$ cat src/rtl/fifo_stream_out.sv
// rtl/fifo_stream_out.sv - credit-based skid buffer turning a fixed-latency FIFO read port into a valid/ready stream
//
// Purpose:
//   Pops an upstream FIFO whose read data appears RD_LATENCY cycles after the
//   pop strobe, parks returned words in a BUF_DEPTH-entry skid buffer and
//   presents the head word as a registered valid/ready stream. Pops are only
//   issued when a buffer slot is guaranteed for the returning word, so the
//   buffer cannot overflow.
//
// Ports:
//   clk         in   clock, all state on the rising edge
//   rst         in   asynchronous active-high reset
//   fifo_empty  in   upstream FIFO empty flag
//   fifo_pop    out  pop strobe to the upstream FIFO
//   fifo_q      in   upstream read data, valid RD_LATENCY cycles after a pop
//   flush       in   synchronous discard of buffered and in-flight words
//   out_valid   out  out_data holds a valid word
//   out_ready   in   consumer accepts the word
//   out_data    out  head-of-buffer word
//   beat_count  out  transfer counter (only with FIFO_STREAM_OUT_BEATCNT_EN)
//
// Configuration:
//   FIFO_STREAM_OUT_BEATCNT_EN  adds the 32-bit beat_count output.

module fifo_stream_out #(
    parameter int WIDTH          = 8,
    parameter int RD_LATENCY     = 1,
    parameter int BUF_DEPTH      = 4,
    parameter int BUF_ADDR_WIDTH = $clog2(BUF_DEPTH)
) (
    input  logic             clk,
    input  logic             rst,
    input  logic             fifo_empty,
    output logic             fifo_pop,
    input  logic [WIDTH-1:0] fifo_q,
    input  logic             flush,
    output logic             out_valid,
    input  logic             out_ready,
    output logic [WIDTH-1:0] out_data
`ifdef FIFO_STREAM_OUT_BEATCNT_EN
    ,
    output logic [31:0]      beat_count
`endif
);

    localparam int CW = BUF_ADDR_WIDTH + 1;

    logic [WIDTH-1:0]          mem [BUF_DEPTH];
    logic [BUF_ADDR_WIDTH-1:0] head;
    logic [BUF_ADDR_WIDTH-1:0] tail;
    logic [BUF_ADDR_WIDTH-1:0] head_next;
    logic [CW-1:0]             occ;
    logic [CW-1:0]             occ_next;
    logic [CW-1:0]             inflight;
    logic [CW-1:0]             later;
    logic [CW-1:0]             discard_cnt;
    logic                      started;
    logic                      ret;
    logic                      capture;
    logic                      xfer;

    assign xfer = out_valid && out_ready;

    // Registered occ is used for the credit check, so a slot freed by a
    // transfer only becomes a credit on the following cycle. 'started' keeps
    // the first pop off the cycle in which rst is released.
    assign fifo_pop = started && !fifo_empty && !flush &&
                      ((occ + inflight) < CW'(BUF_DEPTH));

    generate
        if (RD_LATENCY == 0) begin : g_lat0
            assign ret      = fifo_pop;
            assign inflight = '0;
            assign later    = '0;
        end else begin : g_latn
            logic [RD_LATENCY-1:0] pipe;

            always_ff @(posedge clk or posedge rst) begin
                if (rst) begin
                    pipe <= '0;
                end else begin
                    pipe[0] <= fifo_pop;
                    for (int i = 1; i < RD_LATENCY; i++) begin
                        pipe[i] <= pipe[i-1];
                    end
                end
            end

            assign ret = pipe[RD_LATENCY-1];

            always_comb begin
                inflight = '0;
                for (int i = 0; i < RD_LATENCY; i++) begin
                    inflight = inflight + CW'(pipe[i]);
                end
            end

            // Pops still outstanding once this cycle's return has landed.
            assign later = inflight - CW'(ret);
        end
    endgenerate

    // Returns are in order, so the next discard_cnt returns are exactly the
    // words that were in flight when the last flush hit.
    assign capture = ret && !flush && (discard_cnt == '0);

    always_comb begin
        occ_next  = occ + CW'(capture) - CW'(xfer);
        head_next = head + BUF_ADDR_WIDTH'(xfer);
    end

    always_ff @(posedge clk) begin
        if (capture) begin
            mem[tail] <= fifo_q;
        end
    end

    always_ff @(posedge clk or posedge rst) begin
        if (rst) begin
            occ         <= '0;
            head        <= '0;
            tail        <= '0;
            discard_cnt <= '0;
            started     <= 1'b0;
            out_valid   <= 1'b0;
            out_data    <= '0;
        end else begin
            started <= 1'b1;
            if (flush) begin
                occ         <= '0;
                head        <= '0;
                tail        <= '0;
                out_valid   <= 1'b0;
                discard_cnt <= later;
            end else begin
                if (ret && (discard_cnt != '0)) begin
                    discard_cnt <= discard_cnt - CW'(1);
                end
                if (capture) begin
                    tail <= tail + BUF_ADDR_WIDTH'(1);
                end
                head      <= head_next;
                occ       <= occ_next;
                out_valid <= (occ_next != '0);
                // Head slot equal to the write slot means the buffer is
                // otherwise empty (full is impossible while capturing), so
                // the word being captured is the new head.
                if (occ_next != '0) begin
                    out_data <= (capture && (tail == head_next)) ? fifo_q : mem[head_next];
                end
            end
        end
    end

`ifdef FIFO_STREAM_OUT_BEATCNT_EN
    always_ff @(posedge clk or posedge rst) begin
        if (rst) begin
            beat_count <= '0;
        end else if (xfer) begin
            beat_count <= beat_count + 32'd1;
        end
    end
`endif

endmodule

$ cat config.mk
export PLATFORM = sky130hd
export DESIGN_NAME = fifo_stream_out
export DESIGN_NICKNAME = d
export VERILOG_FILES = /design/src/rtl/fifo_stream_out.sv
export SDC_FILE = /design/constraint.sdc
export NUM_CORES = 1
export LEC_CHECK = 0
export CORE_AREA = 2 2 66 68
export DETAILED_ROUTE_END_ITERATION = 10
export DIE_AREA = 0 0 68 70
export PLACE_DENSITY = 0.8
export SKIP_CTS_REPAIR_TIMING = 1
export SLEW_MARGIN = 40
export SYNTH_ARGS = -nofsm -noshare
export SYNTH_HDL_FRONTEND = slang
export SYNTH_SLANG_ARGS = --single-unit
export TNS_END_PERCENT = 1
$ cat constraint.sdc
create_clock -name clk -period 6.9 [get_ports clk]
set_clock_uncertainty 0.1 [all_clocks]
set_input_delay 1.035 -clock clk [delete_from_list [all_inputs] [get_ports clk]]
set_output_delay 1.035 -clock clk [all_outputs]
set_load 0.02 [all_outputs]
==> out/results.ini, run 1 <==
[yosys]
syn_area_per_cell_um2=17.24
post_synth_inst_count=134
synth_nets=157
synth_edf_count=32
seq_area_frac_synth_pct=64.36
ys_ff_latch=53
synth_warnings=0
synth_ff_type=edfxtp_1
async_reset_ff_share_pct=39.62
syn_area_um2=2310
synth.distinct_cells=25

[floorplan]
io_pins=23
die_h_um=70
core_area_um2=4144
rows=24
start_util_pct=55.74
dieArea_um2=4760
dieWidth_um=68

[layout]
layout_common_cells=edfxtp_1 (32), clkdlybuf4s50_1 (22), dfrtp_1 (21), ha_1 (9)
syn2layout_area_growth_pct=16.63
fill_cells=287
final_common_cell=edfxtp_1
design_area_um2=2694
diodes=0
seqCellArea_um2=1486
utilization_pct=65.01
nNetsFinal=182
multi_input_area_um2=768.2
drive_gt1_share_pct=21.25

[setup_path]
cp_max_fo=12
worstPathRequired_ns=6.99
critical-path-top-delay-family=simple AND/OR/NAND/NOR gates
end_kind=register
critPathKind=input pin to register
path_cells=clkdlybuf4s50_1 -> and3b_1 -> inv_1 -> ha_1 -> inv_1 -> ha_1 -> inv_1 -> fa_1 -> xnor3_1 -> nor2_1 -> or3_1 -> mux2_4
arrival_ns=4.29
start_kind=input pin
cpMaxStageDelayCell=or3_1
cpMostUsedCell=inv_1
critical_path.max_stage_delay_ns=0.65
cp_num_buf_inv=4

[worst_hold_path]
hold_class=register to register

[sta]
setup-violations-final=0
rsz0062_at_grt=no
setup_tns_ns=0
min_period_ns=4.194
hold_violations=0
slew_violations=0
fmax_mhz=238.4
worst_pin_slew_ns=0.6410
period_share_pct=60.79
slew_headroom_pct=57.23

[clocking]
clock_path_buffers=2
path_clk_slew_ns=0.10
cts_tree=done
h-tree-depth=2
cts_made_buffers=5
cts-root-buf=clkbuf_8
clock_latency_ns=0.31
clock_sinks=53

[routing]
wire_per_inst_um=18.82
vias_per_cell=5.491
drt-pass1-iter-count=4
dr_total_vias=1164
ant_nets=0
drt_iter0_markers=68
routed_wl_mm=3.990
drc=0

[power_and_ir_drop]
leakagePower_uw=0.001023
power_uw=990.4
power.density_nw_per_um2=367.6
ir_worst_vdd_v=0.0001777

[placement]
port_buffers=22
dp.final_hpwl_mm=2.679
dpl-instance-area_um2=2574
gp_congestion=0.7511

[global_route]
grt_start_max_net_pins=22
first_global_vias=1307
overflow=0
antenna_found_initial=0
grt_usage_pct=19.21
grt_pass1_wl_mm=6.403

[run_status]
outcome=finished, final reports clean

[job]
drv_cap=0

[routing by layer]
metal / up-vias / GRT usage [%] / share of wire [%]
li1: 533 / - / -
met1: 605 / 25.97 / 45
met2: 18 / 29.67 / 51
met3: 8 / 5.636 / 3.1
met4: 0 / 6.667 / 1.5
met5: - / 0 / 0
[state kept, by name, summed over array words and instances, names as in the netlist]
| signal | count |
|---|---|
| occ | 3 |
| out_data | 8 |
| head | 2 |
| started | 1 |
| mem | 32 |
| tail | 2 |
| out_valid | 1 |
| g_latn.pipe | 1 |
| discard_cnt | 3 |
[cells in the mapped netlist (2+ instances only)]
| master | n | area [um^2] |
|---|---|---|
| xnor2_1 | 4 | 35.03 |
| mux4_2 | 8 | 180.2 |
| inv_1 | 9 | 33.78 |
| and2_1 | 5 | 31.28 |
| edfxtp_1 | 32 | 960.9 |
| nand3_1 | 3 | 15.01 |
| nor2b_1 | 4 | 25.02 |
| buf_2 | 2 | 10.01 |
| dfrtp_1 | 21 | 525.5 |
| ha_1 | 9 | 112.6 |
| nor2_1 | 6 | 22.52 |
| xnor3_1 | 2 | 45.04 |
| mux2_2 | 8 | 90.09 |
| a211oi_1 | 2 | 15.01 |
| nand2_1 | 2 | 7.510 |
| mux2_4 | 8 | 120.1 |
[area by class of cell]
type | count | share of cell area (%)
clock buffers | 6 | 3.065
well taps | 52 | 2.415
flip-flops and latches | 53 | 55.18
clock inverters | 2 | 1.393
multi-input cells | 68 | 28.52
repair buffers | 22 | 8.175
inverters | 9 | 1.254
[power by group]
group / switching, uW / internal (uW)
Combinational: 153 / 215
Clock: 98.1 / 118
Sequential: 27.4 / 379
[stage by stage]
step	std cells	setup WS [ns]	hold slack [ns]
2_1_floorplan	134	3.431	0.4099
3_3_place_gp	204	2.560	0.4017
3_5_place_dp	204	2.379	0.4004
4_1_cts	212	2.716	0.4247
5_1_grt	212	2.567	0.4461
6_report	212	2.706	0.4245
[final timing paths]
check / start / endpoint / slack [ns] / cells past startpoint
worst max-delay path: flush / out_data[4] / 2.71 / 12
worst min-delay path: out_data[7] / out_data[7] / 0.42 / 1
worst max register to register: discard_cnt[0] / out_data[4] / 3.37 / 14
worst min register to register: out_data[7] / out_data[7] / 0.42 / 1
max in group asynchronous: rst / out_data[3] / 5.41 / 2
min in group asynchronous: rst / out_data[7] / 0.96 / 2
[logic make-up (layout without fill, tap and decap cells)]
logic type | after synthesis | in the layout | share of synthesized area (%)
buffers and inverters | 13 | 39 | 2.709
flip-flops | 53 | 53 | 64.36
XOR/XNOR | 7 | 7 | 3.846
multiplexers | 24 | 24 | 16.90
other | 1 | 1 | 0.1624
AO/OA/AOI/OAI | 3 | 3 | 0.8663
adder cells (fa/ha/maj) | 10 | 10 | 5.742
AND/OR/NAND/NOR | 23 | 23 | 5.417
(Power assumes the default switching activity.)
==> inputs of run 2 (changes only) <==
Settings changed: CORE_AREA 2 2 66 68 to 2 2 71 73, DIE_AREA 0 0 68 70 to 0 0 73 75, PLACE_DENSITY 0.8 to 0.73.
Clock period 6.9 ns to 3.45 ns, I/O delays scaled along.
==> run 2 against run 1 <==
Count of clock-buffer cells in the layout grew 2. Die area grew 15%. Non-clock buffer count grew 7. Final area grew 0.74%. Critical path type is now register to register.
==> out/results.ini, run 2 (synthesis gave the netlist of run 1 again) <==
[clocking]
clock_latency_ns=0.31  ; about the same
cts_made_buffers=5  ; unchanged
h-tree-depth=2  ; unchanged
clock_sinks=53  ; unchanged
clock_path_buffers=2  ; unchanged
cts_tree=done
cts-root-buf=clkbuf_8
path_clk_slew_ns=0.09  ; about the same

[sta]
fmax_mhz=307.8
holdWs_ns=0.4211  ; -0.003328 ns
fin_ws_ns=0.2011  ; -2.505 ns
setup_tns_ns=0  ; unchanged
rsz0062_at_grt=no
setup-violations-final=0  ; unchanged
min_period_ns=3.249
hold_violations=0  ; unchanged
period_share_pct=94.17
slew_violations=0  ; unchanged

[placement]
dp.final_hpwl_mm=2.896  ; +8.1%
placed_cells=213  ; +4.4%
port_buffers=22  ; unchanged
preCtsSetupSlack_ns=0.002923  ; -2.376 ns
gp_congestion=0.6610  ; -12%

[layout]
drive_gt1_share_pct=23.35  ; +2.1 points
seqCellArea_um2=1486  ; unchanged
layout_common_cells=edfxtp_1 (32), clkdlybuf4s50_1 (22), dfrtp_1 (21)
final_common_cell=edfxtp_1
nNetsFinal=189  ; +3.8%
stdcell_count=221  ; +4.2%
multi_input_area_um2=763.2  ; -0.65%
diodes=0  ; unchanged
largest_reg_flops=32  ; unchanged
syn2layout_area_growth_pct=17.50
fill_cells=356  ; +24%
largest-register=mem
top_regs=mem x32, out_data x8

[setup_path]
cp_max_fo=6  ; -6
end_kind=register
r2r_start=discard_cnt[0]
worstPathRequired_ns=3.54  ; -3.45 ns
critPathKind=register to register
arrival_ns=3.34  ; -0.95 ns
cp-startpoint=discard_cnt[0]
start_kind=register

[worst_hold_path]
hold_class=register to register
min_from=out_data[7]

[floorplan]
rows=25  ; +4.2%
start_util_pct=49.56  ; -6.2 points
dieArea_um2=5475  ; +15%
die_h_um=75  ; +7.1%
dieWidth_um=73  ; +7.4%
io_pins=23  ; unchanged
core_area_um2=4661  ; +12%

[global_route]
overflow=0  ; unchanged
grt_usage_pct=17.14  ; -2.1 points
antenna_found_initial=0  ; unchanged
first_global_vias=1279  ; -2.1%
grt_pass1_wl_mm=6.637  ; +3.7%
grt_start_max_net_pins=22  ; unchanged

[routing]
dr_total_vias=1173  ; +0.77%
wire_per_inst_um=18.62  ; -1.1%
drt_iter0_markers=72  ; +5.9%
routed_wl_mm=4.114  ; +3.1%
ant_nets=0  ; unchanged
drc=0  ; unchanged
vias_per_cell=5.308  ; -3.3%
drt-pass1-iter-count=4  ; unchanged

[run_status]
outcome=finished, final reports clean

[job]
drv_cap=0  ; unchanged

[power_and_ir_drop]
ir_worst_vdd_v=0.0003175  ; +79%
power.density_nw_per_um2=714.7  ; +94%
leakagePower_uw=0.001045  ; +2.2%
power_uw=1940  ; +96%

run 2: stage by stage:
stage	util, %	instance area (um^2)
2_1_floorplan	-	2310
3_3_place_gp	56.24	2621
3_5_place_dp	56.24	2621
4_1_cts	58.17	2711
5_1_grt	58.23	2714
6_report	58.23	2714
run 2: cell type report:
| class | count | area share (%) |
|---|---|---|
| multi-input cells | 68 | 28.12 |
| inverters | 9 | 1.245 |
| well taps | 54 | 2.490 |
| clock buffers | 8 | 3.320 |
| flip-flops and latches | 53 | 54.77 |
| repair buffers | 29 | 10.05 |
run 2: metal layers:
layer / vias up / wire (um) / track usage (%)
li1: 545 / - / -
met1: 600 / 1818 / 22.20
met2: 20 / 2118 / 28.63
met3: 8 / 96 / 3.079
met4: 0 / 80 / 7.407
met5: - / 0 / 0
run 2: critical path, stage by stage, from the launching register on:
cell,delay [ns]
dfrtp_1,0.40
inv_1,0.07
ha_1,0.15
ha_2,0.20
and3b_1,0.18
inv_1,0.04
ha_1,0.26
inv_1,0.05
ha_1,0.13
inv_1,0.05
fa_1,0.37
xnor3_1,0.21
nor2_1,0.05
or3_1,0.39
buf_4,0.18
mux2_4,0.30
run 2: final timing paths:
check,depth (start not counted),to,slack [ns]
setup / recovery,15,out_data[5],0.20
hold / removal,1,out_data[7],0.42
setup reg to reg,15,out_data[5],0.20
hold reg to reg,1,out_data[7],0.42
max in group asynchronous,2,out_data[0],2.50
min in group asynchronous,2,out_data[6],0.43
run 2: report_power, final:
part / leakage [uW] / switching, uW / internal [uW]
clock: 0.0000455 / 190 / 164
sequential: 0.000555 / 56.9 / 758
combinational: 0.000444 / 308 / 463
total: 0.00104 / 555 / 1380
